==> config.mk <==
export PLATFORM = sky130hd
export DESIGN_NAME = seq_bit_serializer
export DESIGN_NICKNAME = d
export VERILOG_FILES = /design/src/rtl/seq_pkg.sv /design/src/rtl/seq_bit_serializer.sv
export SDC_FILE = /design/constraint.sdc
export NUM_CORES = 1
export LEC_CHECK = 0
export CAP_MARGIN = 20
export CORE_MARGIN = 3
export CORE_UTILIZATION = 60
export DETAILED_ROUTE_END_ITERATION = 6
export DONT_BUFFER_PORTS = 1
export GPL_TIMING_DRIVEN = 0
export PLACE_DENSITY = 0.76
export SLEW_MARGIN = 20
export SYNTH_ARGS = -nofsm -noshare
export SYNTH_HDL_FRONTEND = slang
export SYNTH_SLANG_ARGS = --single-unit
==> constraint.sdc <==
create_clock -name clk -period 1.99 [get_ports clk]
set_clock_uncertainty 0.05 [all_clocks]
set_input_delay 0.199 -clock clk [delete_from_list [all_inputs] [get_ports clk]]
set_output_delay 0.199 -clock clk [all_outputs]
set_load 0.05 [all_outputs]
==> src/rtl/seq_pkg.sv <==
// Shared definitions for the serializer feeding the 0001 sequence detector.
// Holds the FSM state encoding, the idle line level and the common word width.
// Imported by the serializer and reused by detector-side benches.
package seq_pkg;

  // Serializer FSM states
  typedef enum logic {
    IDLE  = 1'b0,
    SHIFT = 1'b1
  } state_e;

  // Idle level of the serial line; 1 keeps the detector parked in its start state
  localparam logic IDLE_BIT_DEF = 1'b1;

  // Common word width shared with detector-side benches
  localparam int SEQ_WIDTH = 8;

endpackage : seq_pkg

==> src/rtl/seq_bit_serializer.sv <==
// Purpose: parallel-to-serial stage, WIDTH-bit words in, one bit per clock out to the detector.
// Latency: word accepted at edge k in IDLE shows its first bit in cycle k+1, last bit in cycle k+WIDTH.
// Backpressure: din_ready = !hold_full; a one-word holding register lets words stream with no gap.
module seq_bit_serializer
  import seq_pkg::*;
#(
  parameter int   WIDTH     = SEQ_WIDTH,
  parameter int   MSB_FIRST = 1,
  parameter logic IDLE_BIT  = IDLE_BIT_DEF
) (
  input  logic             clk,
  input  logic             rst_n,
  input  logic [WIDTH-1:0] din,
  input  logic             din_valid,
  output logic             din_ready,
  output logic             x,
  output logic             x_valid,
  output logic             last_bit
);

  localparam int            CW       = $clog2(WIDTH);
  localparam logic [CW-1:0] LAST_IDX = CW'(WIDTH - 1);

  state_e           state_q, state_d;
  logic [WIDTH-1:0] shreg_q, shreg_d;
  logic [CW-1:0]    bitcnt_q, bitcnt_d;
  logic [WIDTH-1:0] hold_q, hold_d;
  logic             hold_full_q, hold_full_d;

  logic             accept;
  logic             on_last;
  logic [WIDTH-1:0] shreg_shifted;

  // Handshake: readiness depends only on the holding register, never on din_valid
  assign din_ready = !hold_full_q;
  assign accept    = din_valid && din_ready;
  assign on_last   = (state_q == SHIFT) && (bitcnt_q == LAST_IDX);

  // Shift toward the output end; vacated bits fill with zero and are never observed
  assign shreg_shifted = (MSB_FIRST != 0) ? {shreg_q[WIDTH-2:0], 1'b0}
                                          : {1'b0, shreg_q[WIDTH-1:1]};

  // State register plus datapath registers; reset discards in-flight and held words
  always_ff @(posedge clk or negedge rst_n) begin
    if (!rst_n) begin
      state_q     <= IDLE;
      shreg_q     <= '0;
      bitcnt_q    <= '0;
      hold_q      <= '0;
      hold_full_q <= 1'b0;
    end else begin
      state_q     <= state_d;
      shreg_q     <= shreg_d;
      bitcnt_q    <= bitcnt_d;
      hold_q      <= hold_d;
      hold_full_q <= hold_full_d;
    end
  end

  // Next-state: leave SHIFT only when the last bit goes out with nothing pending
  always_comb begin
    state_d = state_q;
    case (state_q)
      IDLE:    if (accept) state_d = SHIFT;
      SHIFT:   if (on_last && !hold_full_q && !accept) state_d = IDLE;
      default: state_d = IDLE;
    endcase
  end

  // Datapath next values: load/shift the word, park an early arrival in hold
  always_comb begin
    shreg_d     = shreg_q;
    bitcnt_d    = bitcnt_q;
    hold_d      = hold_q;
    hold_full_d = hold_full_q;
    case (state_q)
      IDLE: begin
        // Straight into the shifter; hold stays untouched
        if (accept) begin
          shreg_d  = din;
          bitcnt_d = '0;
        end
      end
      SHIFT: begin
        if (!on_last) begin
          shreg_d  = shreg_shifted;
          bitcnt_d = bitcnt_q + 1'b1;
          if (accept) begin
            hold_d      = din;
            hold_full_d = 1'b1;
          end
        end else if (hold_full_q) begin
          // Held word wins; din_ready is low so no accept can collide here
          shreg_d     = hold_q;
          hold_full_d = 1'b0;
          bitcnt_d    = '0;
        end else if (accept) begin
          // Word arriving on the last bit bypasses hold
          shreg_d  = din;
          bitcnt_d = '0;
        end
      end
      default: ;
    endcase
  end

  // Outputs decoded from registers only
  always_comb begin
    x        = IDLE_BIT;
    x_valid  = 1'b0;
    last_bit = 1'b0;
    if (state_q == SHIFT) begin
      x        = (MSB_FIRST != 0) ? shreg_q[WIDTH-1] : shreg_q[0];
      x_valid  = 1'b1;
      last_bit = (bitcnt_q == LAST_IDX);
    end
  end

endmodule : seq_bit_serializer

== After elaboration in Yosys (flattened, before gate mapping) ==
Index checks and enable logic that the tools add are counted.

* Register bits after elaboration: 21
* Output and inout port bits: 4

* Reductions and logical operators: 9
* Mux-type cells: 16
* Add/subtract/negate cells: 1
* Bitwise logic cells: 2
* Equal/unequal tests: 1

{| class="wikitable"
|+ Operators by type and width
! cell !! number
|-
| $mux 8 || 3
|-
| $pmux 8 s2 || 1
|-
| $mux 3 || 3
|-
| $mux 1 || 7
|-
| $pmux 3 s2 || 1
|-
| $logic_and 1x1->1 || 4
|-
| $add 3x1->3 const B || 1
|-
| $eq 3x3->1 const B || 1
|-
| $reduce_and 3->1 || 1
|-
| $logic_not 1->1 || 2
|-
| $not 1->1 || 2
|-
| $pmux 1 s2 || 1
|-
| $reduce_and 2->1 || 1
|-
| $reduce_bool 2->1 || 1
|}

== Logic depth before layout (Yosys ltp) ==
* Depth after elaboration: 6
* Depth in mapped cells: 6
* Mapped depth without buffers: 5

== Worst setup path after synthesis ==
OpenSTA, ideal clock, no wires.

* Path kind: reg2reg
* Start: register bitcnt_q[0]
* End: register hold_q[0]
* Required time: 1,815 ps
* Arrival: 1,562 ps
* Setup slack: 253 ps
* Cell stages (with the launch flop): 7
* Path buffers: 1
* Path through: dfrtp_1 ha_1 ha_1 and2b_4 and2_4 buf_12 mux2_4

* Longest elaborated chain between the ends: 4

{| class="wikitable"
|+ Ends and longest elaborated chain
! element !! RTL line !! source
|-
| start, declared || seq_bit_serializer.sv:26 || <nowiki>logic [CW-1:0] bitcnt_q, bitcnt_d;</nowiki>
|-
| start signal, assigned || seq_bit_serializer.sv:54 || <nowiki>bitcnt_q <= bitcnt_d;</nowiki>
|-
| $eq 3x3->1 || seq_bit_serializer.sv:37 || <nowiki>assign on_last = (state_q == SHIFT) && (bitcnt_q == LAST_IDX);</nowiki>
|-
| $logic_and 1x1->1 || seq_bit_serializer.sv:37 ||
|-
| $not 1->1 (no source line) || n/a ||
|-
| $reduce_and 3->1 (no source line) || n/a ||
|-
| end signal, assigned || seq_bit_serializer.sv:55 || <nowiki>hold_q <= hold_d;</nowiki>
|-
| end, declared || seq_bit_serializer.sv:27 || <nowiki>logic [WIDTH-1:0] hold_q, hold_d;</nowiki>
|}

No other way between the ends.
A chain may end at the register's enable or synchronous reset.

== Final worst setup path ==
* Start: register bitcnt_q[0]
* End: register hold_q[1]

The elaborated chain is that of the path after synthesis.

==> impl_summary.txt <==
----------------------------------------------------
[Placed design]
  Count of input and output buffers ... 0
  Final Wtd Congestion ... 0.808
  Detailed-placement wirelength estimate ... 1440 um

[GRT]
  Overflow after GRT ... 0
  First-pass GRT wire length ... 3680 um
  Via count of the first global-routing pass ... 772
  Initial antenna violation count ... 0
  Global Route Usage Sum ... 0.196
  Maximum number of pins on one net before global-route repair ... 22

[STA]
  Final period utilization ... 0.934
  Maximum clock frequency ... 538 MHz
  Transition time of the tightest slew-check pin ... 0.929 ns
  Final TNS setup ... 0 ns
  Count of final setup violators ... 0
  Time the worst path needs with I/O delays and setup ... 1.86 ns
  Number of hold violations in the final report ... 0
  Setup repair after global routing missed its margin ... no
  Worst hold slack after final layout ... 0.0897 ns
  Max transition margin ... 0.379
  Max-slew violation count ... 0

[Layout]
  Area taken by flip-flops and latches ... 527 um2
  Footprint of the multi-input gates ... 503 um2
  Antenna Cells ... 0
  Area Growth Syn to Fin ... 13.5%
  Proportion of layout cells with a drive suffix above 1 ... 0.243
  Filler cells ... 114
  Commonest cells after routing, fill and taps aside ... 20 x dfrtp_1, 9 x dlygate4sd3_1, 8 x mux2_4
  Most common cell after layout, fill and taps aside ... dfrtp_1
  Layout net count ... 117

[Critical path]
  Critical path capture point type ... flop
  Worst Setup Path Type ... flop to flop
  Worst-path fanout max ... 9
  Type of element launching the critical path ... flop
  Endpoint required time on the critical path ... 2.13 ns
  Arr. time, crit path ... 2.00 ns

[Logic synthesis]
  Count of distinct cell types in the synthesized netlist ... 32
  Cell area after synthesis ... 1100 um2
  Average cell area after synthesis ... 12.2 um2
  Synth async-reset ratio ... 1.00
  Gate Count Post-Synth ... 90
  Sequential area share after synthesis ... 0.478
  Number of enable flip-flop cells after synthesis ... 0
  Number of synthesized register bits ... 21
  Post-Synthesis Net Count ... 103
  Number of warnings issued by yosys ... 0
  Most instantiated flip-flop cell in the synthesis netlist ... dfrtp_1

[CTS]
  CTS clk-pin slew, worst paths ... 0.12 ns
  CTS tree ... built
  Number of buffers added by the clock tree synthesis step ... 3
  Number of sinks handled by clock tree synthesis ... 21
  Clock latency reported for the late side of the worst-skew pair ... 0.29 ns
  Setup Buffers After CTS ... 0
  Clk Tree Root Cell ... clkbuf_4
  Maximum count of clock buffers along a single path ... 2
  Number of levels in the clock H-tree ... 1

[Detailed routing]
  Post-DR wirelength/cell ... 16.4 um
  Routed via count ... 801
  Number of antenna-violating nets in the routed design ... 0
  Number of detailed-route iterations in the first pass ... 4
  DR iter-0 viols ... 13
  Detailed-route wire length ... 2090 um
  Number of vias per cell ... 6.31
  Count of unresolved DRC violations after routing ... 0

[Floorplanning]
  Starting Density ... 0.682
  Core ar. ... 1610 um2
  IO Count ... 15
  Core Rows ... 14
  Total die area ... 2380 um2
  Die H ... 48.8 um
  Width of the chip ... 48.8 um

[Power]
  Leakage component of the power ... 0.560 nW
  Worst vdd ir ... 966 uV
  Power Density ... 1500 nW/um2

[Flow run]
  Count of max-cap constraint violations ... 0

[Min path]
  Type of the most critical hold path ... input pin to flop

[Run status]
  Run status ... finished clean

----------------------------------------------------
==> path summary, 6_finish.rpt <==
| path | end | startpoint | slack (ns) | cells after the start |
|---|---|---|---|---|
| worst max-delay path | hold_q[1]$_DFFE_PN0P_ | bitcnt_q[0]$_DFF_PN0_ | 0.13 | 6 |
| worst min-delay path | shreg_q[6]$_DFF_PN0_ | din[6] | 0.09 | 2 |
| worst max register to register | hold_q[1]$_DFFE_PN0P_ | bitcnt_q[0]$_DFF_PN0_ | 0.13 | 6 |
| worst min register to register | bitcnt_q[2]$_DFF_PN0_ | bitcnt_q[2]$_DFF_PN0_ | 0.47 | 1 |
| max in group asynchronous | state_q$_DFF_PN0_ | rst_n | 0.84 | 1 |
| min in group asynchronous | shreg_q[7]$_DFF_PN0_ | rst_n | 0.43 | 1 |
==> worst max-delay path, cell delays in order, from the launching register on <==
cell     delay, ns
dfrtp_1       0.42
ha_1          0.20
ha_1          0.19
and2b_4       0.29
and2_4        0.16
buf_12        0.13
mux2_4        0.31
==> layer usage <==
metal | track usage | up-vias | routed length, um
li1 | - | 361 | -
met1 | 0.269 | 401 | 980
met2 | 0.299 | 31 | 909
met3 | 0.0398 | 8 | 127
met4 | 0.0900 | 0 | 70
met5 | 0 | - | 0
==> layout make-up <==
| class | instances | area share |
|---|---|---|
| Buffer | 6 | 0.0461 |
| Clock buffer | 4 | 0.0210 |
| Inverter | 4 | 0.0120 |
| Multi-Input combinational cell | 59 | 0.403 |
| Sequential cell | 21 | 0.422 |
| Tap cell | 24 | 0.0240 |
| Timing Repair Buffer | 9 | 0.0721 |
==> cells by family after synthesis <==
kind of cell | count (synthesis) | share of synthesized area
DFF | 21 | 0.478
AOI/OAI and AO/OA | 25 | 0.167
adders and majority gates | 2 | 0.0227
and+or+nand+nor | 18 | 0.100
muxes | 14 | 0.166
buffers and inverters | 10 | 0.0660
==> stage by stage <==
stage / area (um2) / util / worst slack, ns / total power [W] / cells
6_report: 1250 / 0.775 / 0.130 / 0.00188 / 127
5_1_grt: 1250 / 0.775 / 0.0177 / 0.00203 / 127
2_1_floorplan: 1100 / - / 0.253 / 0.00151 / 90
4_1_cts: 1240 / 0.769 / 0.129 / 0.00188 / 126
3_5_place_dp: 1130 / 0.701 / 0.144 / 0.00165 / 114
3_3_place_gp: 1130 / 0.701 / 0.183 / 0.00162 / 114
==> cells in the mapped netlist, types with 2 or more instances <==
library cell | number | area [um2]
nor2_1 | 4 | 15.0
o22ai_1 | 5 | 31.3
buf_6 | 2 | 22.5
mux2_2 | 2 | 22.5
a22o_1 | 3 | 26.3
buf_2 | 3 | 15.0
o21ai_0 | 2 | 10.0
nand2_1 | 4 | 15.0
ha_1 | 2 | 25.0
a211oi_1 | 2 | 15.0
dfrtp_1 | 21 | 526
nand2b_1 | 3 | 18.8
a22oi_1 | 5 | 37.5
mux2i_1 | 4 | 40.0
inv_1 | 4 | 15.0
mux2_4 | 8 | 120
==> registers in the layout (all words and copies together), names as in the netlist <==
register / cells
bitcnt_q: 3
hold_q: 8
hold_full_q: 1
shreg_q: 8
state_q: 1
==> timing repair <==
item	in CTS	in global routing
resized for setup	2	0
setup endpoints to repair	2	0
endpoints found under the hold margin	29	1
hold buffers	8	1
==> report_power, final <==
| part | internal [W] | leakage, nW | total (W) | switching, W |
|---|---|---|---|---|
| Clock | 0.0000779 | 0.0150 | 0.000203 | 0.000125 |
| Sequential | 0.000636 | 0.247 | 0.000787 | 0.000151 |
| Combinational | 0.000465 | 0.298 | 0.000885 | 0.000420 |
| Total | 0.00118 | 0.560 | 0.00188 | 0.000697 |
(Power assumes the default switching activity.)
